`src/rtl/dmem_responder.sv`:
```
// dmem_responder: fixed-latency single-port data memory slave.
// A request is latched in IDLE, waits LATENCY cycles in BUSY, and completes
// with a one-cycle READY pulse in RESP. Faulted accesses keep the same timing
// but leave storage untouched and report ERR with READY.
module dmem_responder #(
  parameter int DEPTH_WORDS = 64,
  parameter int LATENCY     = 2
) (
  input  logic        CLOCK,
  input  logic        RESET,
  input  logic [31:0] ADDR,
  input  logic [31:0] WDATA,
  input  logic        MEMWRITE,
  input  logic        MEMREAD,
  output logic [31:0] RDATA,
  output logic        READY,
  output logic        STALL,
  output logic        ERR
);

  localparam int          AW         = $clog2(DEPTH_WORDS);
  localparam logic [3:0]  LAT_INIT   = 4'(LATENCY);
  localparam logic [31:0] BYTE_LIMIT = 32'(4 * DEPTH_WORDS);

  typedef enum logic [1:0] {
    IDLE = 2'd0,
    BUSY = 2'd1,
    RESP = 2'd2
  } state_t;

  state_t          state;
  state_t          state_next;
  logic [3:0]      cnt;
  logic [AW-1:0]   idx_q;
  logic [31:0]     wdata_q;
  logic            is_write_q;
  logic            fault_q;
  logic            accept;
  logic            finish;
  logic            fault_in;
  logic [31:0]     mem [DEPTH_WORDS];

  // Next-state decode plus the accept/finish strobes used by the datapath.
  always_comb begin
    // NOTE: every output of this block gets a default first so no path
    // leaves a variable unassigned, which would infer a latch.
    state_next = state;
    accept     = 1'b0;
    finish     = 1'b0;
    fault_in   = (ADDR[1:0] != 2'b00) || (ADDR >= BYTE_LIMIT) ||
                 (MEMREAD && MEMWRITE);
    case (state)
      IDLE: begin
        if (MEMREAD || MEMWRITE) begin
          accept     = 1'b1;
          state_next = BUSY;
        end
      end
      BUSY: begin
        if (cnt == 4'd1) begin
          finish     = 1'b1;
          state_next = RESP;
        end
      end
      RESP:    state_next = IDLE;
      default: state_next = IDLE;
    endcase
  end

  // State register; reset wins in every state and aborts any access.
  always_ff @(posedge CLOCK) begin
    // NOTE: sequential state uses non-blocking assignments so every flop
    // samples pre-edge values regardless of statement order.
    if (RESET) state <= IDLE;
    else       state <= state_next;
  end

  // Request capture and wait counter; later inputs are ignored until IDLE.
  always_ff @(posedge CLOCK) begin
    if (RESET) begin
      cnt        <= 4'd0;
      idx_q      <= '0;
      wdata_q    <= 32'd0;
      is_write_q <= 1'b0;
      fault_q    <= 1'b0;
    end else if (accept) begin
      cnt        <= LAT_INIT;
      idx_q      <= ADDR[AW+1:2];
      wdata_q    <= WDATA;
      is_write_q <= MEMWRITE && !MEMREAD;
      fault_q    <= fault_in;
    end else if (state == BUSY) begin
      cnt <= cnt - 4'd1;
    end
  end

  // Registered response: READY/ERR pulse for the RESP cycle, RDATA holds.
  always_ff @(posedge CLOCK) begin
    if (RESET) begin
      READY <= 1'b0;
      ERR   <= 1'b0;
      RDATA <= 32'd0;
    end else begin
      READY <= finish;
      ERR   <= finish && fault_q;
      if (finish) begin
        if (fault_q)          RDATA <= 32'd0;
        else if (!is_write_q) RDATA <= mem[idx_q];
      end
    end
  end

  // Storage array; cleared on reset, written only by a valid store.
  always_ff @(posedge CLOCK) begin
    if (RESET) begin
      // NOTE: the array is reset element by element because cleared storage
      // is required behaviour; this rules out mapping it onto a block RAM.
      for (int i = 0; i < DEPTH_WORDS; i++) mem[i] <= 32'd0;
    end else if (finish && is_write_q && !fault_q) begin
      mem[idx_q] <= wdata_q;
    end
  end

  assign STALL = (state == BUSY);

endmodule

```
`config.mk`:
```
export PLATFORM = sky130hd
export DESIGN_NAME = dmem_responder
export DESIGN_NICKNAME = d
export VERILOG_FILES = /design/src/rtl/dmem_responder.sv
export SDC_FILE = /design/constraint.sdc
export NUM_CORES = 2
export LEC_CHECK = 0
export ABC_AREA = 0
export BUFFER_PORTS_ARGS = -buffer_cell sky130_fd_sc_hd__clkbuf_2
export CAP_MARGIN = 20
export CORE_MARGIN = 3
export CORE_UTILIZATION = 60
export CTS_CLUSTER_SIZE = 28
export DETAILED_ROUTE_END_ITERATION = 8
export HOLD_SLACK_MARGIN = 0.15
export PLACE_DENSITY_LB_ADDON = 0.1
export SLEW_MARGIN = 20
export SYNTH_ARGS = -nofsm -noshare
export SYNTH_HDL_FRONTEND = slang
export SYNTH_SLANG_ARGS = --single-unit
```
`constraint.sdc`:
```
create_clock -name CLOCK -period 3.7 [get_ports CLOCK]
set_input_delay 0.555 -clock CLOCK [delete_from_list [all_inputs] [get_ports CLOCK]]
set_output_delay 0.555 -clock CLOCK [all_outputs]
set_load 0.01 [all_outputs]
```
======== Word-level counts from Yosys, hierarchy flattened ========
Memories as Yosys holds them, arrays and structs flattened. A register that Yosys moved wholly into a read port is not among the register bits.
Index checks and enable logic that the tools add are counted.
storage, ports and cells
  register bits after elaboration ......... 80
  RAM bits ................................ 2048
  bits of input ports ..................... 68
  memories ................................ 1
  output and inout bits ................... 35
  word-level logic and storage cells ...... 56
cells by class
  multiplexer cells ....................... 21
  equality and inequality tests ........... 5
  reduce and logical (&&, ||, !) cells .... 17
  magnitude comparators ................... 1
  $add $sub $neg .......................... 1
memory list
  memory  words  width  rd ports  clocked after Yosys merged registers in  wr ports  RTL line  text
  mem     64     32     1         1                                        64        41        logic [31:0] mem [DEPTH_WORDS];
operators by type and width
  kind                 number
  $mux 32              3
  $ge 32x9->1 const B  1
  $reduce_or 32->1     1
  $mux 6               3
  $mux 1               10
  $mux 2               4
  $logic_and 1x1->1    5
  $eq 4x1->1 const B   1
  $ne 2x1->1 const B   2
  $pmux 2 s2           1
  $reduce_and 2->1     2
  $reduce_bool 2->1    2
  $sub 4x1->4 const B  1
  $logic_or 1x1->1     3
  $eq 2x1->1 const B   1
  $logic_not 1->1      2
  $logic_not 2->1      1
  $ne 2x2->1 const B   1
  $reduce_or 2->1      1

======== Logic depth before layout (Yosys ltp) ========
  depth after elaboration ................. 10
  mapped depth ............................ 10
  gate-level depth less buffers ........... 7

======== Worst setup path after synthesis ========
No wires, ideal clock.
  path type ............................... register -> register
  start point ............................. register cnt[0]
  end point ............................... memory mem[62][0] (enable)
  path buffers ............................ 0
  library setup time ...................... 375 ps
  period minus slack after synthesis ...... 2747 ps
  data required time ...................... 3325 ps
  setup slack ............................. 953 ps
  cell stages (with the launch flop) ...... 7
  arrival ................................. 2373 ps
  cells stage by stage .................... dfxtp_1 > ha_1 > or3b_1 > nor4_4 > nand4b_1 > nor2_1 > or2_2
RTL lines
  item                    RTL line  text
  from (decl)             33        logic [3:0] cnt;
  from (signal assigned)  93        cnt <= cnt - 4'd1;
  to (decl)               41

==> flow_summary.html <==
<table>
<tr><th>Metric</th><th>Value</th></tr>
<tr><th colspan="2">Min path</th></tr>
<tr><td>Type of the worst min-delay path</td><td>in2reg</td></tr>
<tr><td>Worst hold path cell count</td><td>4</td></tr>
<tr><td>Worst hold path endpoint</td><td>is_write_q$_SDFFE_PP0P_</td></tr>
<tr><td>Hold Crit Start</td><td>MEMWRITE</td></tr>
<tr><th colspan="2">Synthesis</th></tr>
<tr><td>Area share of the leading cell type in the synthesized netlist</td><td>63.9%</td></tr>
<tr><td>Post-synthesis instance area</td><td>0.0962 mm²</td></tr>
<tr><td>Yosys cell types</td><td>62</td></tr>
<tr><td>Post-synth net total</td><td>6212</td></tr>
<tr><td>Number of enable-type register cells in the synthesized netlist</td><td>2048</td></tr>
<tr><td>Cell type contributing the most total cell area after synthesis</td><td>sky130_fd_sc_hd__edfxtp_1</td></tr>
<tr><td>Fraction of synthesis flops using an asynchronous set or reset pin</td><td>0%</td></tr>
<tr><td>Synth Area per Inst</td><td>15.7 µm²</td></tr>
<tr><td>Sequential share of the synthesized area</td><td>65.7%</td></tr>
<tr><td>Dominant cells by area after synthesis</td><td>sky130_fd_sc_hd__edfxtp_1, sky130_fd_sc_hd__mux4_2, sky130_fd_sc_hd__and2_1</td></tr>
<tr><td>Dominant synthesized flop cell</td><td>sky130_fd_sc_hd__edfxtp_1</td></tr>
<tr><td>Cell count after synthesis</td><td>6142</td></tr>
<tr><td>Register bit total from synthesis</td><td>2134</td></tr>
<tr><td>Count of yosys warnings during synthesis</td><td>0</td></tr>
<tr><th colspan="2">Place</th></tr>
<tr><td>Last weighted congestion value of the routability-driven placer</td><td>0.948</td></tr>
<tr><td>Port bufs</td><td>102</td></tr>
<tr><td>HPWL after detailed placement</td><td>178000 µm</td></tr>
<tr><th colspan="2">Routing</th></tr>
<tr><td>Starting DRC count in detailed routing</td><td>7601</td></tr>
<tr><td>Total length of routed wires</td><td>281000 µm</td></tr>
<tr><td>WL per Instance</td><td>33.2 µm</td></tr>
<tr><td>Via Count</td><td>54534</td></tr>
<tr><td>Number of antenna-violating nets in the routed design</td><td>0</td></tr>
<tr><td>Final routed DRC violation total</td><td>0</td></tr>
<tr><td>Detailed-route vias per instance</td><td>6.43</td></tr>
<tr><td>Length of the first detailed-routing pass in iterations</td><td>8</td></tr>
<tr><th colspan="2">Floorplan</th></tr>
<tr><td>Row cnt</td><td>146</td></tr>
<tr><td>Number of top-level design ports</td><td>103</td></tr>
<tr><td>Core footprint</td><td>0.159 mm²</td></tr>
<tr><td>Chip Height</td><td>406 µm</td></tr>
<tr><td>Initial cell density of the core</td><td>60.6%</td></tr>
<tr><td>Area of the die</td><td>0.165 mm²</td></tr>
<tr><td>Die outline width</td><td>406 µm</td></tr>
<tr><th colspan="2">Power</th></tr>
<tr><td>Leakage power</td><td>38.6 nW</td></tr>
<tr><td>Max VDD drop</td><td>480 µV</td></tr>
<tr><td>Pwr/cell area</td><td>492 mW/mm²</td></tr>
<tr><td>Power consumption</td><td>52.8 mW</td></tr>
<tr><th colspan="2">GRT</th></tr>
<tr><td>GRT overflow</td><td>0</td></tr>
<tr><td>Vias in the first global route</td><td>53881</td></tr>
<tr><td>Total global routing track utilization</td><td>34.9%</td></tr>
<tr><td>Maximum number of pins on one net before global-route repair</td><td>99</td></tr>
<tr><td>Global-route wire length before repair</td><td>403000 µm</td></tr>
<tr><td>Antenna violations before repair</td><td>26</td></tr>
<tr><th colspan="2">STA</th></tr>
<tr><td>Final setup skew</td><td>40.3 ps</td></tr>
<tr><td>Relative slew slack</td><td>20.1%</td></tr>
<tr><td>Final setup vio count</td><td>0</td></tr>
<tr><td>Worst slack on hold paths</td><td>269 ps</td></tr>
<tr><td>Setup repair after global routing missed its margin</td><td>no</td></tr>
<tr><td>Final hold violations</td><td>0</td></tr>
<tr><td>Period Utilization, post-route</td><td>97.1%</td></tr>
<tr><td>Number of pins exceeding their max-slew limit in the final report</td><td>0</td></tr>
<tr><td>Fin Setup TNS</td><td>0 ps</td></tr>
<tr><td>Maximum clock frequency</td><td>0.278 GHz</td></tr>
<tr><td>Min Clock Period, post-route</td><td>3590 ps</td></tr>
<tr><td>Worst slew pin tran</td><td>1200 ps</td></tr>
<tr><th colspan="2">Worst setup path</th></tr>
<tr><td>Crit path buf inv count</td><td>3</td></tr>
<tr><td>Crit path launch type</td><td>flop</td></tr>
<tr><td>Register-to-Register Setup Slack</td><td>110 ps</td></tr>
<tr><td>CP Class</td><td>reg2reg</td></tr>
<tr><td>Most used cell, CP</td><td>sky130_fd_sc_hd__buf_12</td></tr>
<tr><td>Setup crit end kind</td><td>flop</td></tr>
<tr><td>Kind of cell adding the most delay to the critical path</td><td>multiplexers</td></tr>
<tr><td>WP data required</td><td>4410 ps</td></tr>
<tr><td>Delay of the slowest cell on the worst path</td><td>700 ps</td></tr>
<tr><td>Endpoint of the worst register-to-register path</td><td>RDATA[2]$_SDFFE_PP0P_</td></tr>
<tr><td>Top fanout value on the critical path</td><td>30</td></tr>
<tr><td>Logic depth of the worst setup path including buffers</td><td>8</td></tr>
<tr><td>Worst Reg2Reg Path Length in Cells</td><td>8</td></tr>
<tr><td>Worst Path Arrival</td><td>4300 ps</td></tr>
<tr><td>Critical path, cell by cell</td><td>buf_12, buf_12, mux4_2, mux2i_1, o22ai_1, nor4b_1, buf_4, o31ai_1</td></tr>
<tr><td>Cell at the slowest stage of the critical path</td><td>sky130_fd_sc_hd__nor4b_1</td></tr>
<tr><th colspan="2">Cells and area</th></tr>
<tr><td>Share of cells above drive strength 1</td><td>23.4%</td></tr>
<tr><td>FILL cells</td><td>10550</td></tr>
<tr><td>Utilization after layout</td><td>67.6%</td></tr>
<tr><td>Post-synthesis to final-layout area growth</td><td>11.5%</td></tr>
<tr><td>Number of nets in the layout</td><td>6298</td></tr>
<tr><th colspan="2">CTS</th></tr>
<tr><td>Number of CTS-inserted buffers</td><td>212</td></tr>
<tr><td>Total number of clock tree sinks</td><td>2134</td></tr>
<tr><td>Post-CTS setup repair buffer count</td><td>0</td></tr>
<tr><td>Maximum root-to-sink buffer count</td><td>3</td></tr>
<tr><td>Number of H-tree levels</td><td>4</td></tr>
<tr><td>Clk root buf</td><td>sky130_fd_sc_hd__clkbuf_16</td></tr>
<tr><td>Clock tree from TritonCTS</td><td>built</td></tr>
<tr><td>Clock latency on the worst-skew pair</td><td>860 ps</td></tr>
<tr><td>Clock slew at the register clock pins of the worst setup and hold paths</td><td>60 ps</td></tr>
<tr><th colspan="2">Status</th></tr>
<tr><td>Run status</td><td>completed</td></tr>
<tr><th colspan="2">Run</th></tr>
<tr><td>Number of max-cap violations</td><td>0</td></tr>
</table>
## registers in the layout, summed over array words and instances (netlist names), named ones only
name and flops:
is_write_q 1, RDATA 32, mem 2048, wdata_q 32
ERR 1, READY 1, cnt 4, state 2
fault_q 1, idx_q 6
## timing repair
action | in CTS | in global routing
hold endpoints to repair | 46 | 0
hold buffers | 41 | 0
gates resized for setup | 0 | 0
## final cells by class
type / instances / area (µm²) / share of cell area (%)
Inverter: 7 / 30.0 / 0.0280
Clock buffer: 293 / 5820 / 5.42
Antenna cell: 11 / 27.5 / 0.0257
Timing Repair Buffer: 490 / 4350 / 4.06
Multi-Input combinational cell: 3383 / 30500 / 28.5
Tap cell: 2072 / 2590 / 2.42
Sequential cell: 2134 / 63300 / 59.0
Clock inverter: 90 / 603 / 0.562
## logic make-up after synthesis
kind of cell	synth area share (%)
AOI/OAI and AO/OA	1.49
xor gates and xnor gates	0.0273
adders and majority gates	0.0260
buffers and inverters	2.71
DFF	65.7
muxes	14.5
and+or+nand+nor	15.6
## synth_stat cells (3+ instances only)
master and number:
sky130_fd_sc_hd__a22oi_1 22, sky130_fd_sc_hd__clkbuf_1 493, sky130_fd_sc_hd__mux4_2 574, sky130_fd_sc_hd__edfxtp_1 2048
sky130_fd_sc_hd__nor3_1 10, sky130_fd_sc_hd__nor4_1 9, sky130_fd_sc_hd__nand2b_1 11, sky130_fd_sc_hd__a2111oi_0 4
sky130_fd_sc_hd__nand3b_1 7, sky130_fd_sc_hd__buf_4 39, sky130_fd_sc_hd__buf_1 19, sky130_fd_sc_hd__nor2b_1 13
sky130_fd_sc_hd__a221o_1 4, sky130_fd_sc_hd__mux2_2 25, sky130_fd_sc_hd__a21oi_1 62, sky130_fd_sc_hd__dfxtp_1 86
sky130_fd_sc_hd__inv_1 5, sky130_fd_sc_hd__nand3_1 27, sky130_fd_sc_hd__a31oi_1 8, sky130_fd_sc_hd__mux2i_1 69
sky130_fd_sc_hd__nand4b_1 3, sky130_fd_sc_hd__nand2_1 179, sky130_fd_sc_hd__nor2_1 102, sky130_fd_sc_hd__a32o_1 5
sky130_fd_sc_hd__a21o_1 14, sky130_fd_sc_hd__a211o_1 3, sky130_fd_sc_hd__a22o_1 6, sky130_fd_sc_hd__buf_6 5
sky130_fd_sc_hd__a221oi_1 9, sky130_fd_sc_hd__a211oi_1 8, sky130_fd_sc_hd__and2_1 2054, sky130_fd_sc_hd__nand4_1 8
sky130_fd_sc_hd__o22ai_1 8, sky130_fd_sc_hd__buf_2 62, sky130_fd_sc_hd__o211ai_1 7, sky130_fd_sc_hd__a32oi_1 18
sky130_fd_sc_hd__o21ai_0 15, sky130_fd_sc_hd__and3_1 6, sky130_fd_sc_hd__or2_2 64
## worst register-to-register path, delay by kind of cell (launching register included)
kind                   cells  cell delay, ps
DFF                        1             490
buffers and inverters      3             810
AOI/OAI and AO/OA          2             350
muxes                      2            1110
and+or+nand+nor            1             700
## worst max-delay path by stage
stage                                          end  slack (ps)
after CTS                    RDATA[2]$_SDFFE_PP0P_         180
final                        RDATA[2]$_SDFFE_PP0P_         110
after global placement       RDATA[2]$_SDFFE_PP0P_         160
after global routing         RDATA[2]$_SDFFE_PP0P_          90
after floorplan           mem[62][0]$_SDFFCE_PN0P_         950
after detailed placement     RDATA[2]$_SDFFE_PP0P_         190
## layout by cell type (no fill, tap or decap), drive strengths merged, types with 4 or more instances in the layout
master	instances
and2	2055
edfxtp	2048
mux4	574
clkbuf	394
buf	348
nand2	179
nor2	102
dfxtp	86
clkinv	77
mux2i	69
or2	64
a21oi	62
dlygate4sd3	41
nand3	27
mux2	25
a22oi	22
a32oi	18
o21ai	16
a21o	14
inv	14
nor2b	13
diode	11
nand2b	11
nor3	10
nor4	10
a221oi	9
nand4	8
a211oi	8
o22ai	8
a31oi	8
nand3b	7
o211ai	7
and3	6
a22o	6
a32o	5
bufinv	5
a221o	4
a2111oi	4
## power by group
part / leakage (nW) / internal, mW / switching [mW]
Combinational: 13.6 / 1.76 / 2.92
Sequential: 21.8 / 27.2 / 0.611
Clock: 3.14 / 11.3 / 9.04
## metrics by stage
step	cells	cell area (µm²)	setup WS (ps)
floorplan	6142	96200	953
global placement	8044	100000	159
detailed placement	8044	100000	193
CTS	8468	107000	182
global route	8469	107000	90.3
finish	8480	107000	106
## per-layer routing
layer | global-route usage (%) | share of wire (%)
met2 | 52.4 | 46
met1 | 49.0 | 37
met5 | 0 | 0.015
met4 | 14.0 | 4.6
met3 | 9.54 | 12
Power figures use the tool's default switching activity.
